<file path="src/rtl/titles_seq_ctrl.sv">
// HUD titles sequencer: gates the high-score, score, credit and lives titles
// according to an attract -> play -> game-over flow paced by video frames.
// Credit blinks in attract; lives flash for a fixed time after a life is lost.
module titles_seq_ctrl #(
  parameter int unsigned BLINK_FRAMES = 30,
  parameter int unsigned FLASH_FRAMES = 64,
  parameter int unsigned FLASH_HALF   = 8,
  parameter int unsigned OVER_FRAMES  = 180,
  parameter int unsigned CNT_W        = 8
) (
  input  logic       clk,
  input  logic       reset,
  input  logic       startOfFrame,
  input  logic       gameStart,
  input  logic       gameOver,
  input  logic       creditIn,
  input  logic       lifeLost,
  output logic       highEn,
  output logic       scoreEn,
  output logic       creditEn,
  output logic       livesEn,
  output logic [1:0] seqState
);

  typedef enum logic [1:0] {
    ST_IDLE = 2'd0,
    ST_PLAY = 2'd1,
    ST_OVER = 2'd2
  } state_t;

  // Terminal counts; counters are compared for equality and cleared there,
  // so they never wrap through zero on their own.
  localparam logic [CNT_W-1:0] CNT_ZERO   = {CNT_W{1'b0}};
  localparam logic [CNT_W-1:0] CNT_ONE    = CNT_W'(1);
  localparam logic [CNT_W-1:0] BLINK_LAST = CNT_W'(BLINK_FRAMES - 1);
  localparam logic [CNT_W-1:0] FLASH_LAST = CNT_W'(FLASH_FRAMES - 1);
  localparam logic [CNT_W-1:0] HALF_LAST  = CNT_W'(FLASH_HALF - 1);
  localparam logic [CNT_W-1:0] OVER_LAST  = CNT_W'(OVER_FRAMES - 1);

  state_t           state_q;
  logic [CNT_W-1:0] blink_cnt_q;
  logic             blink_on_q;
  logic [CNT_W-1:0] flash_cnt_q;
  logic [CNT_W-1:0] flash_half_q;
  logic             flash_act_q;
  logic             flash_on_q;
  logic [CNT_W-1:0] over_cnt_q;
  logic             high_en_q;
  logic             score_en_q;
  logic             credit_en_q;
  logic             lives_en_q;
  logic [1:0]       seq_state_q;

  // Sequencer FSM with its frame counters; the enables are registered from the
  // state held at the start of the cycle, giving a uniform one-clock latency.
  always_ff @(posedge clk or posedge reset) begin
    if (reset) begin
      state_q      <= ST_IDLE;
      blink_cnt_q  <= CNT_ZERO;
      blink_on_q   <= 1'b1;
      flash_cnt_q  <= CNT_ZERO;
      flash_half_q <= CNT_ZERO;
      flash_act_q  <= 1'b0;
      flash_on_q   <= 1'b1;
      over_cnt_q   <= CNT_ZERO;
      high_en_q    <= 1'b0;
      score_en_q   <= 1'b0;
      credit_en_q  <= 1'b0;
      lives_en_q   <= 1'b0;
      seq_state_q  <= 2'd0;
    end else begin
      // Title gates derived from the current (pre-update) state.
      case (state_q)
        ST_IDLE: begin
          high_en_q   <= 1'b1;
          score_en_q  <= 1'b0;
          credit_en_q <= blink_on_q;
          lives_en_q  <= 1'b0;
        end
        ST_PLAY: begin
          high_en_q   <= 1'b1;
          score_en_q  <= 1'b1;
          credit_en_q <= 1'b1;
          lives_en_q  <= ~flash_act_q | flash_on_q;
        end
        ST_OVER: begin
          high_en_q   <= 1'b1;
          score_en_q  <= 1'b1;
          credit_en_q <= 1'b0;
          lives_en_q  <= 1'b0;
        end
        default: begin
          high_en_q   <= 1'b0;
          score_en_q  <= 1'b0;
          credit_en_q <= 1'b0;
          lives_en_q  <= 1'b0;
        end
      endcase
      seq_state_q <= state_q;

      // State transitions; events take priority over the frame tick, so an
      // event on a tick cycle restarts its counter at zero without counting.
      case (state_q)
        ST_IDLE: begin
          if (gameStart) begin
            // creditIn on the same clock is dropped: the game has started.
            state_q      <= ST_PLAY;
            flash_cnt_q  <= CNT_ZERO;
            flash_half_q <= CNT_ZERO;
            flash_act_q  <= 1'b0;
            flash_on_q   <= 1'b1;
          end else if (creditIn) begin
            // Show the credit at once for a full on half-period.
            blink_cnt_q <= CNT_ZERO;
            blink_on_q  <= 1'b1;
          end else if (startOfFrame) begin
            if (blink_cnt_q == BLINK_LAST) begin
              blink_cnt_q <= CNT_ZERO;
              blink_on_q  <= ~blink_on_q;
            end else begin
              blink_cnt_q <= blink_cnt_q + CNT_ONE;
            end
          end else begin
            blink_cnt_q <= blink_cnt_q;
          end
        end
        ST_PLAY: begin
          if (gameOver) begin
            state_q      <= ST_OVER;
            over_cnt_q   <= CNT_ZERO;
            flash_cnt_q  <= CNT_ZERO;
            flash_half_q <= CNT_ZERO;
            flash_act_q  <= 1'b0;
            flash_on_q   <= 1'b1;
          end else if (lifeLost) begin
            // Start (or restart) the lives flash in its dark phase.
            flash_cnt_q  <= CNT_ZERO;
            flash_half_q <= CNT_ZERO;
            flash_act_q  <= 1'b1;
            flash_on_q   <= 1'b0;
          end else if (startOfFrame && flash_act_q) begin
            if (flash_cnt_q == FLASH_LAST) begin
              flash_cnt_q  <= CNT_ZERO;
              flash_half_q <= CNT_ZERO;
              flash_act_q  <= 1'b0;
              flash_on_q   <= 1'b1;
            end else begin
              flash_cnt_q <= flash_cnt_q + CNT_ONE;
              if (flash_half_q == HALF_LAST) begin
                flash_half_q <= CNT_ZERO;
                flash_on_q   <= ~flash_on_q;
              end else begin
                flash_half_q <= flash_half_q + CNT_ONE;
              end
            end
          end else begin
            flash_cnt_q <= flash_cnt_q;
          end
        end
        ST_OVER: begin
          if (gameStart) begin
            // Skip the remaining hold and go straight back into play.
            state_q      <= ST_PLAY;
            flash_cnt_q  <= CNT_ZERO;
            flash_half_q <= CNT_ZERO;
            flash_act_q  <= 1'b0;
            flash_on_q   <= 1'b1;
          end else if (startOfFrame) begin
            if (over_cnt_q == OVER_LAST) begin
              state_q     <= ST_IDLE;
              over_cnt_q  <= CNT_ZERO;
              blink_cnt_q <= CNT_ZERO;
              blink_on_q  <= 1'b1;
            end else begin
              over_cnt_q <= over_cnt_q + CNT_ONE;
            end
          end else begin
            over_cnt_q <= over_cnt_q;
          end
        end
        default: begin
          // Unused encoding: recover to attract with everything cleared.
          state_q      <= ST_IDLE;
          blink_cnt_q  <= CNT_ZERO;
          blink_on_q   <= 1'b1;
          flash_cnt_q  <= CNT_ZERO;
          flash_half_q <= CNT_ZERO;
          flash_act_q  <= 1'b0;
          flash_on_q   <= 1'b1;
          over_cnt_q   <= CNT_ZERO;
        end
      endcase
    end
  end

  assign highEn   = high_en_q;
  assign scoreEn  = score_en_q;
  assign creditEn = credit_en_q;
  assign livesEn  = lives_en_q;
  assign seqState = seq_state_q;

endmodule
</file>
<file path="config.mk">
export PLATFORM = sky130hd
export DESIGN_NAME = titles_seq_ctrl
export DESIGN_NICKNAME = d
export VERILOG_FILES = /design/src/rtl/titles_seq_ctrl.sv
export SDC_FILE = /design/constraint.sdc
export NUM_CORES = 1
export LEC_CHECK = 0
export ABC_AREA = 1
export ABC_CLOCK_PERIOD_IN_PS = 4800
export CAP_MARGIN = 20
export CORE_ASPECT_RATIO = 1.75
export CORE_UTILIZATION = 60
export CTS_CLUSTER_SIZE = 30
export DETAILED_ROUTE_END_ITERATION = 10
export DONT_BUFFER_PORTS = 1
export GPL_TIMING_DRIVEN = 0
export PLACE_DENSITY = 0.83
export SKIP_CTS_REPAIR_TIMING = 1
export SYNTH_ARGS = -nofsm -noshare
export SYNTH_HDL_FRONTEND = slang
export SYNTH_SLANG_ARGS = --single-unit
</file>
<file path="constraint.sdc">
create_clock -name clk -period 4.8 [get_ports clk]
set_input_delay 1.44 -clock clk [delete_from_list [all_inputs] [get_ports clk]]
set_output_delay 1.44 -clock clk [all_outputs]
set_load 0.02 [all_outputs]
</file>
* After elaboration in Yosys (flattened, before gate mapping)
Index checks and enable logic that the tools add are counted.
Operators by class: add/subtract/negate cells 4, equal/unequal tests 20, multiplexer cells 56, bitwise logic cells 6, reduce and logical (&&, ||, !) cells 12
Operators with widths (number):
- $mux 8 | 21
- $pmux 8 s3 | 2
- $add 8x1->8 const B | 4
- $pmux 8 s2 | 2
- $mux 1 | 21
- $ne 2x2->1 const B | 6
- $ne 3x3->1 const B | 4
- $mux 2 | 5
- $eq 8x3->1 const B | 1
- $eq 8x5->1 const B | 1
- $eq 8x6->1 const B | 1
- $eq 8x8->1 const B | 1
- $ne 4x4->1 const B | 2
- $reduce_and 4->1 | 2
- $reduce_and 7->1 | 1
- $pmux 1 s2 | 3
- $pmux 2 s3 | 1
- $reduce_and 3->1 | 2
- $reduce_and 6->1 | 1
- $ne 5x5->1 const B | 1
- $not 1->1 | 5
- $reduce_or 2->1 | 2
- $pmux 1 s3 | 1
- $reduce_or 3->1 | 1
- other kinds (7) | 7
Word-level totals: register bits after elaboration 43, logic and storage cells 111

* Logic depth before layout (Yosys ltp)
word-level depth 7, mapped depth 11, depth with buffers taken out 11

* Least setup slack after synthesis
No wires, ideal clock.
path type in2reg, start point input port startOfFrame, end point register blink_cnt_q[2], setup time 0.118 ns, arrival time 2.189 ns, data required time 4.682 ns, path slack 2.493 ns, cell stages on the path 8, path buffers 1, path through inv_1 o21ai_0 nand4_2 inv_1 nand2_2 buf_6 nand2_1 o21ai_2
On the way: longest elaborated chain between the ends 2
Ends and longest elaborated chain:
- from (decl) | line 13 | input logic startOfFrame,
- $ne 3x3->1 (no line) or $ne 2x2->1 (tied branches)
- $reduce_and 6->1 (no line) (*)
- to (signal assigned) | line 121 | blink_cnt_q <= blink_cnt_q + CNT_ONE;
- to (signal assigned) | line 124 | blink_cnt_q <= blink_cnt_q;
- to (decl) | line 41 | logic [CNT_W-1:0] blink_cnt_q;
Mark *: on every way between the ends. The rest lies on a longest branch, timed or not. A chain may end at the register's enable or synchronous reset.

* Final worst setup path
start point register seq_state_q[0], in the netlist seqState[0], end point output port seqState[0]
RTL lines:
- from (decl) | line 52 | logic [1:0] seq_state_q;
- from (signal assigned) | line 99 | seq_state_q <= state_q;
- to (decl) | line 22 | output logic [1:0] seqState
No word-level cell between the ends.

==> impl_metrics.tcl <==
set metrics [dict create \
    synth_area_leaders "dfrtp_1, nand2_1, inv_1, nor2_1, nand3_1" \
    ios 13 \
    clock_path_buffers 2 \
    synth.top_cell.area_share 0.396 \
    synth.largest_area_cell "dfrtp_1" \
    finalSetupTns_ns 0 \
    grt_pass1_vias 2136 \
    pre_cts_ws_ns 2.32 \
    final_common_cell "nand2_1" \
    clock_latency_ns 0.30 \
    syn_to_final_growth_pct 7.48 \
    numPortBuffers 0 \
    cts_sinks 43 \
    ys_warn_count 0 \
    avgSynthCellArea_um2 7.39 \
    netlist_instances 351 \
    status "finished, final reports clean" \
    synthArstFlopShare 1.00 \
    cts_made_buffers 5 \
    yosysUniqueCellTypes 27 \
    drtIter0Drc 65 \
    grt_usage 0.259 \
    finalSetupViolCount 0 \
    ys_seq_area_frac 0.416 \
    rsz0062_at_grt "no" \
    fin_crit_ns 2.21 \
    grt_max_degree 44 \
    nNetsFinal 375 \
    dp_hpwl_um 3990 \
    antenna_found_initial 0 \
    drt_pre_antenna_iters 4 \
    fmaxAchievable_ghz 0.453 \
    die_area_mm2 0.00460 \
    nFillCells 364 \
    path_clk_slew_ns 0.08 \
    worst_slew_pin_slew_ns 0.903 \
    synth_edf_count 0 \
    multi_input_area_mm2 0.00128 \
    setup_ws_ns 2.59 \
    cts-htree-levels 2 \
    antenna_left 0 \
    routedWlPerCell_um 12.9 \
    initial_core_util 0.625 \
    grt_overflow 0 \
    diodes 0 \
    drt-vias-per-instance 5.35 \
    fin_skew_ns 0.00612 \
    path_class "flip-flop to output pin" \
    final.period_utilization 0.460 \
    slew-limit-headroom 0.397 \
    synth_nets 368 \
    ys_ff_latch 43 \
    wirelength_um 5280 \
    cp.arrival_ns 0.77 \
    cts_tree "done" \
    p_per_area_mw_per_mm2 462 \
    gp_congestion 0.856 \
    final_cell_mix "nand2_1, inv_1, nor2_1" \
    drv_cap 0 \
    vias 2184 \
    num_rows 31 \
    grt_pass1_wl_um 8690 \
    die_h_um 89.0 \
    drv_slew 0 \
    layout.area.seq_mm2 0.00108 \
    worstSetupEndpointType "output pin" \
    drive_gt1_frac 0.0891 \
    die_w_um 51.7 \
    drc 0 \
    p_leak_uw 0.00135 \
    core_region_area_mm2 0.00415 \
    netlist_area_mm2 0.00259 \
    crit_fanout 1 \
    ir_worst_vdd_v 0.000298 \
    ctsRootBufferMaster "clkbuf_8" \
    hold_path_class "flip-flop to flip-flop" \
    worstSetupStartpointType "flip-flop" \
    hold_violations 0 \
    ys.flop_type "dfrtp_1" \
    crit_required_ns 3.36 \
]
-- final cells by class --
type,instances,share of cell area
plain buffers,4,0.0162
clock buffers,6,0.0260
clock inverters,2,0.0215
inverters,50,0.0691
multi-input cells,254,0.458
flip-flops and latches,43,0.387
well taps,49,0.0220
-- kinds of logic (layout without fill, tap and decap cells) --
logic type | count (synthesis) | after routing | share of synthesized area
adders and majority gates | 10 | 10 | 0.0482
and+or+nand+nor | 211 | 211 | 0.362
DFF | 43 | 43 | 0.416
AOI/OAI and AO/OA | 30 | 30 | 0.0719
xor gates and xnor gates | 3 | 3 | 0.0101
buffers and inverters | 54 | 62 | 0.0917
-- metrics by stage --
step                      power [µW]   util  hold WS, ns  area [µm²]  std cells
after floorplan                  858      -        0.420        2590        351
after global placement           947  0.640        0.455        2660        400
after detailed placement         961  0.640        0.460        2660        400
after CTS                       1300  0.672        0.477        2790        408
after global routing            1380  0.672        0.495        2790        408
final                           1290  0.672        0.473        2790        408
-- cells in the mapped netlist (4+ instances only) --
library cell    n
nand3_1        33
ha_1           10
a21oi_1         5
nand4_1         9
o21ai_0         9
nor3_1          5
dfrtp_1        41
buf_6           4
nand2_1       105
nor2_4          4
o21bai_1        5
o21ai_1         6
nor2_1         46
inv_1          47
-- registers in the layout, summed over array words and instances (netlist names) --
register,cells
flash_act_q,1
flash_cnt_q,8
flash_half_q,8
flash_on_q,1
highEn,1
scoreEn,1
creditEn,1
blink_cnt_q,8
seqState,2
over_cnt_q,8
blink_on_q,1
livesEn,1
state_q,2
-- metal layers --
metal  share of wire  track usage  wire length (µm)  up-vias
li1                -            -                 -     1125
met1            0.38        0.229              1990     1002
met2            0.55        0.512              2920       41
met3           0.034       0.0595               178       16
met4           0.036        0.140               189        0
met5               0            0                 0        -
-- where the power goes --
group | switching (µW) | total (µW) | leakage [µW] | internal [µW]
Clock | 127 | 335 | 0.0000654 | 208
Sequential | 72.2 | 497 | 0.000576 | 425
Combinational | 310 | 455 | 0.000708 | 144
-- final timing paths --
path,slack (ns),end,from,cells past startpoint
hold reg to reg,0.47,livesEn,flash_act_q,1
hold / removal,0.47,livesEn,flash_act_q,1
min in group asynchronous,1.20,blink_cnt_q[1],reset,1
max in group asynchronous,3.02,flash_cnt_q[1],reset,1
setup / recovery,2.59,seqState[0],seqState[0],0
setup reg to reg,2.88,over_cnt_q[5],state_q[0],11
(Power assumes the default switching activity.)
